**src/rtl/pipe_pkg.sv**
```systemverilog
// Shared opcode constants, FSM state type and enable bundle for the hazard controller.
package pipe_pkg;
    localparam logic [4:0] OP_NOP   = 5'd0;
    localparam logic [4:0] OP_LOAD  = 5'd20;
    localparam logic [4:0] OP_STORE = 5'd21;

    typedef enum logic [0:0] {RUN, MEM_WAIT} hz_state_t;

    typedef struct packed {
        logic pc;
        logic ifid;
        logic idex;
        logic exmem;
    } pipe_en_t;
endpackage

```
**src/rtl/pipeline_hazard_ctrl_sat_counter.sv**
```systemverilog
// Saturating up-counter; sticks at all-ones instead of wrapping.
module sat_counter #(
    parameter int CNT_W = 16
) (
    input  logic             clk,
    input  logic             rst,
    input  logic             inc,
    output logic [CNT_W-1:0] cnt
);
    always_ff @(posedge clk or posedge rst) begin
        if (rst)
            cnt <= '0;
        else if (inc && cnt != '1)
            cnt <= cnt + 1'b1;
    end
endmodule

```
**src/rtl/pipeline_hazard_ctrl.sv**
```systemverilog
// Pipeline hazard controller: load-use bubbles, taken-branch flushes and
// multi-cycle MEM stalls with timeout, plus stall/flush performance counters.
module pipeline_hazard_ctrl
    import pipe_pkg::*;
#(
    parameter int OP_W    = 5,
    parameter int REG_W   = 9,
    parameter int TIMEOUT = 64,
    parameter int CNT_W   = 16
) (
    input  logic             clk,
    input  logic             rst,
    input  logic [REG_W-1:0] id_rs1,
    input  logic [REG_W-1:0] id_rs2,
    input  logic             id_use1,
    input  logic             id_use2,
    input  logic [OP_W-1:0]  ex_opcode,
    input  logic [REG_W-1:0] ex_rd,
    input  logic             ex_br_taken,
    input  logic [OP_W-1:0]  mem_opcode,
    input  logic             mem_ready,
    output logic             pc_en,
    output logic             ifid_en,
    output logic             idex_en,
    output logic             exmem_en,
    output logic             ifid_flush,
    output logic             idex_flush,
    output logic             mem_err,
    output logic [CNT_W-1:0] stall_cnt,
    output logic [CNT_W-1:0] flush_cnt
);
    localparam int WC_W = $clog2(TIMEOUT + 1);
    localparam logic [WC_W-1:0] WC_LAST = WC_W'(TIMEOUT - 1);

    hz_state_t       state;
    logic [WC_W-1:0] wait_cnt;
    pipe_en_t        en;
    logic            mem_is_ls, load_use, stall_inc, flush_inc;

    assign mem_is_ls = (mem_opcode == OP_W'(OP_LOAD)) || (mem_opcode == OP_W'(OP_STORE));
    assign load_use  = (ex_opcode == OP_W'(OP_LOAD)) && (ex_rd != '0) &&
                       ((id_use1 && id_rs1 == ex_rd) || (id_use2 && id_rs2 == ex_rd));

    always_comb begin
        en         = '0;
        ifid_flush = 1'b0;
        idex_flush = 1'b0;
        stall_inc  = 1'b0;
        flush_inc  = 1'b0;
        if (rst) begin
            ifid_flush = 1'b1;
            idex_flush = 1'b1;
        end else begin
            case (state)
                RUN: begin
                    if (mem_is_ls && !mem_ready) begin
                        stall_inc = 1'b1;
                    end else if (ex_br_taken) begin
                        en         = '1;
                        ifid_flush = 1'b1;
                        idex_flush = 1'b1;
                        flush_inc  = 1'b1;
                    end else if (load_use) begin
                        // Freeze PC and IF/ID, inject a bubble into ID/EX.
                        en.idex    = 1'b1;
                        en.exmem   = 1'b1;
                        idex_flush = 1'b1;
                        stall_inc  = 1'b1;
                    end else begin
                        en = '1;
                    end
                end
                MEM_WAIT: begin
                    if (mem_ready) begin
                        en = '1;
                    end else begin
                        stall_inc = 1'b1;
                        // On timeout EX/MEM overwrites the abandoned access.
                        if (wait_cnt == WC_LAST)
                            en.exmem = 1'b1;
                    end
                end
                default: ;
            endcase
        end
    end

    always_ff @(posedge clk or posedge rst) begin
        if (rst) begin
            state    <= RUN;
            wait_cnt <= '0;
            mem_err  <= 1'b0;
        end else begin
            mem_err <= 1'b0;
            case (state)
                RUN: begin
                    if (mem_is_ls && !mem_ready) begin
                        state    <= MEM_WAIT;
                        wait_cnt <= WC_W'(1);
                    end
                end
                MEM_WAIT: begin
                    if (mem_ready) begin
                        state    <= RUN;
                        wait_cnt <= '0;
                    end else if (wait_cnt == WC_LAST) begin
                        state    <= RUN;
                        wait_cnt <= '0;
                        mem_err  <= 1'b1;
                    end else begin
                        wait_cnt <= wait_cnt + 1'b1;
                    end
                end
                default: state <= RUN;
            endcase
        end
    end

    assign pc_en    = en.pc;
    assign ifid_en  = en.ifid;
    assign idex_en  = en.idex;
    assign exmem_en = en.exmem;

    sat_counter #(.CNT_W(CNT_W)) u_stall_cnt (
        .clk (clk),
        .rst (rst),
        .inc (stall_inc),
        .cnt (stall_cnt)
    );

    sat_counter #(.CNT_W(CNT_W)) u_flush_cnt (
        .clk (clk),
        .rst (rst),
        .inc (flush_inc),
        .cnt (flush_cnt)
    );
endmodule
```
**config.mk**
```make
export PLATFORM = sky130hd
export DESIGN_NAME = pipeline_hazard_ctrl
export DESIGN_NICKNAME = d
export VERILOG_FILES = /design/src/rtl/pipe_pkg.sv /design/src/rtl/pipeline_hazard_ctrl_sat_counter.sv /design/src/rtl/pipeline_hazard_ctrl.sv
export SDC_FILE = /design/constraint.sdc
export NUM_CORES = 1
export LEC_CHECK = 0
export ABC_AREA = 1
export BUFFER_PORTS_ARGS = -buffer_cell sky130_fd_sc_hd__buf_2
export CORE_MARGIN = 2
export CORE_UTILIZATION = 52
export CTS_CLUSTER_SIZE = 20
export DETAILED_ROUTE_END_ITERATION = 10
export GPL_TIMING_DRIVEN = 0
export PLACE_DENSITY_LB_ADDON = 0.3
export SLEW_MARGIN = 20
export SYNTH_ARGS = -nofsm -noshare
export SYNTH_HDL_FRONTEND = slang
export SYNTH_SLANG_ARGS = --single-unit
export TNS_END_PERCENT = 30
```
**constraint.sdc**
```tcl
create_clock -name clk -period 2.7 [get_ports clk]
set_input_delay 0.675 -clock clk [delete_from_list [all_inputs] [get_ports clk]]
set_output_delay 0.675 -clock clk [all_outputs]
set_load 0.03 [all_outputs]
```
==> flow_summary.toml <==
[status]
outcome = "complete, no violations"

[worst_setup_path]
r2r-start = "u_flush_cnt.cnt[0]"
critical_path_peak_fanout = 4
cp-startpoint = "wait_cnt[0]"
worstPathRequired_ns = 2.03
r2r_cells = 9
critPathArrivalTime_ns = 1.88
path_class = "register to output port"
startpoint_type = "register"
reg2reg_slack_ns = 0.88
end_kind = "output port"
r2r_end = "u_flush_cnt.cnt[6]"
crit_end = "exmem_en"

[synth]
synth-simple-area-share = 0.3584
synth_xor_xnor_area_share = 0.1087
synthMuxAreaShare = 0
synth_fa_ha_area_frac = 0.01370
yosysSeqAreaShare = 0.3744
synth-seq-cells = 41
avgSynthCellArea_um2 = 7.192
synth_compound_area_frac = 0.05845
post_synth_num_cell_types = 28
yosys_warnings = 0
syn_nets = 427
synth_top_family_by_area = "simple AND/OR/NAND/NOR gates"
netlist_area_um2 = 2740
netlist_instances = 381

[grt]
grt_overflow = 0
grt_pass1_vias = 2569
grt_start_max_net_pins = 23
grtUsageTotal = 0.2327
grt_pass1_wl_um = 11390
antenna_found_initial = 0

[floorplanning]
rows = 26
io-pin-count = 82
fp.dieH_um = 76.59
dieArea_um2 = 5866
start_util = 0.5365
core_um2 = 5107
die_x_um = 76.59

[pwr]
finalPower_uw = 1988
irDropWorstVdd_uv = 586.1
power_density_nw_per_um2 = 589.0
p_leak_uw = 0.001855

[place]
hpwl_um = 4766
gp_congestion = 0.8488
dp.cells = 531
dpl_cell_area_um2 = 3237
numPortBuffers = 80
pre_cts_slack_ns = -0.2994

[timing]
timing.final.ws_setup_ns = 0.1447
fin_crit_ns = 2.555
worstMarginPinSlew_ns = 0.5708
clock-skew-final_ns = 0.008976
relSlewSlack = 0.6174
final_hold_viol_count = 0
setup_viol = 0
fin_crit_sh = 0.9464
rsz0062_at_grt = "no"
fmax_ghz = 0.3913
slew_violations = 0

[finish]
layout-drive-gt1-share = 0.2463
fin_area_um2 = 3376
final_common_cell = "nand2_1"
final_nets = 516
area_growth_pct = 23.20
fillerInstances = 458
post-route-util = 0.6610
diodes = 0
final-seq-area_um2 = 1026
layout_common_cells = "nand2_1, buf_2, inv_1, dfrtp_1"
fin_cells = 541
multi_input_area_um2 = 1490

[clock_tree]
cts_tree = "done"
cts_hold_buffers = 0
clk_pin_slew_ns = 0.08
max-clock-path-buffers = 2
clk_latency_ns = 0.30
cts_root_buf = "clkbuf_8"
htreeDepth = 2
cts_setup_buffers = 0
clock-sinks = 41
cts_made_buffers = 5

[routing]
dr.pass1.iters = 4
drcViolationCount = 0
avgViaCountPerCell = 4.959
drtIter0Drc = 123
routed_wl_um = 6421
vias = 2683
antenna_left = 0
wire_per_inst_um = 11.87

[job]
cap_viol_max_count = 0

[hold_path]
holdCritPathClass = "input pin to asynchronous set/reset pin"
## where the power goes
group | internal, µW | leakage (µW) | switching [µW]
logic | 205 | 0.00125 | 426
clock network | 302 | 0.0000585 | 222
registers | 711 | 0.000549 | 123
## worst min path at each step
stage	startpoint	to	cells after the start
finish	rst	wait_cnt[1]	2
global route	rst	u_stall_cnt.cnt[8]	2
CTS	rst	u_stall_cnt.cnt[15]	2
detailed placement	wait_cnt[6]	wait_cnt[6]	2
global placement	wait_cnt[3]	wait_cnt[3]	2
floorplan	wait_cnt[3]	wait_cnt[3]	2
## worst max-delay path: stages, from the launching register on
cell and delay, ns:
dfrtp_1 0.38, ha_1 0.20, inv_1 0.08, nor3_2 0.17, nand4_1 0.19, nand2_2 0.13
o21ai_0 0.13, nor2_1 0.12, clkbuf_4 0.19
## metrics by stage
step                      setup TNS (ns)  hold WS [ns]
after global routing                   0        0.4543
after detailed placement         -0.7749        0.4915
final                                  0        0.4299
after floorplan                -0.001114        0.4672
after global placement           -0.7295        0.4911
after CTS                              0        0.4993
## synthesized netlist by cell type
master	instances	area [µm²]
o21ai_1	6	30.03
nand3_1	31	155.2
nand4_1	7	43.79
buf_2	3	15.01
nand2_4	3	33.78
buf_4	1	7.510
a21oi_1	7	35.03
nand3_2	2	20.02
nor2_4	4	45.04
clkinv_1	1	3.750
xor2_1	19	166.4
nand2_1	120	450.4
xnor2_1	15	131.4
nor3_2	1	10.01
o21ai_0	11	55.05
a32o_1	1	10.01
inv_2	5	18.77
nor2_1	31	116.4
buf_6	1	11.26
a31oi_4	1	21.27
and2_1	1	6.260
nor4_1	4	25.02
inv_1	48	180.2
nor3_1	12	60.06
a31o_2	1	8.760
nor3_4	1	16.27
ha_1	3	37.54
dfrtp_1	41	1026
## flip-flops by register name, summed over array words and instances, names as in the netlist
register / flops
u_flush_cnt.cnt: 16
state: 1
u_stall_cnt.cnt: 16
wait_cnt: 7
mem_err: 1
## kinds of logic after synthesis
family / after synthesis
simple gates: 217
fa+ha+maj: 3
compound gates: 27
xor+xnor: 34
buf+inv: 59
flops: 41
## cell type report
cell class,instances,area share
sequential,41,0.3039
clock inverter,1,0.008895
multi-input combinational,281,0.4414
buffer,5,0.01001
clock buffer,7,0.02557
timing repair inverter,2,0.003706
inverter,54,0.06116
tap,70,0.02595
timing repair buffer,80,0.1193
## metal layers
layer	vias to the layer above	wire length, µm	GRT usage
li1	1385	-	-
met1	1203	3057	0.3005
met2	86	2925	0.3912
met3	9	375	0.05450
met4	0	63	0.06545
met5	-	0	0
## timing repair
item / 4_1_cts / 5_1_grt
endpoints found under the setup margin: 3 / 2
gates resized for setup: 1 / 2
cloned: 1 / 1
pin swaps: 0 / 1
Note: power is estimated with default switching activity, not from simulation.
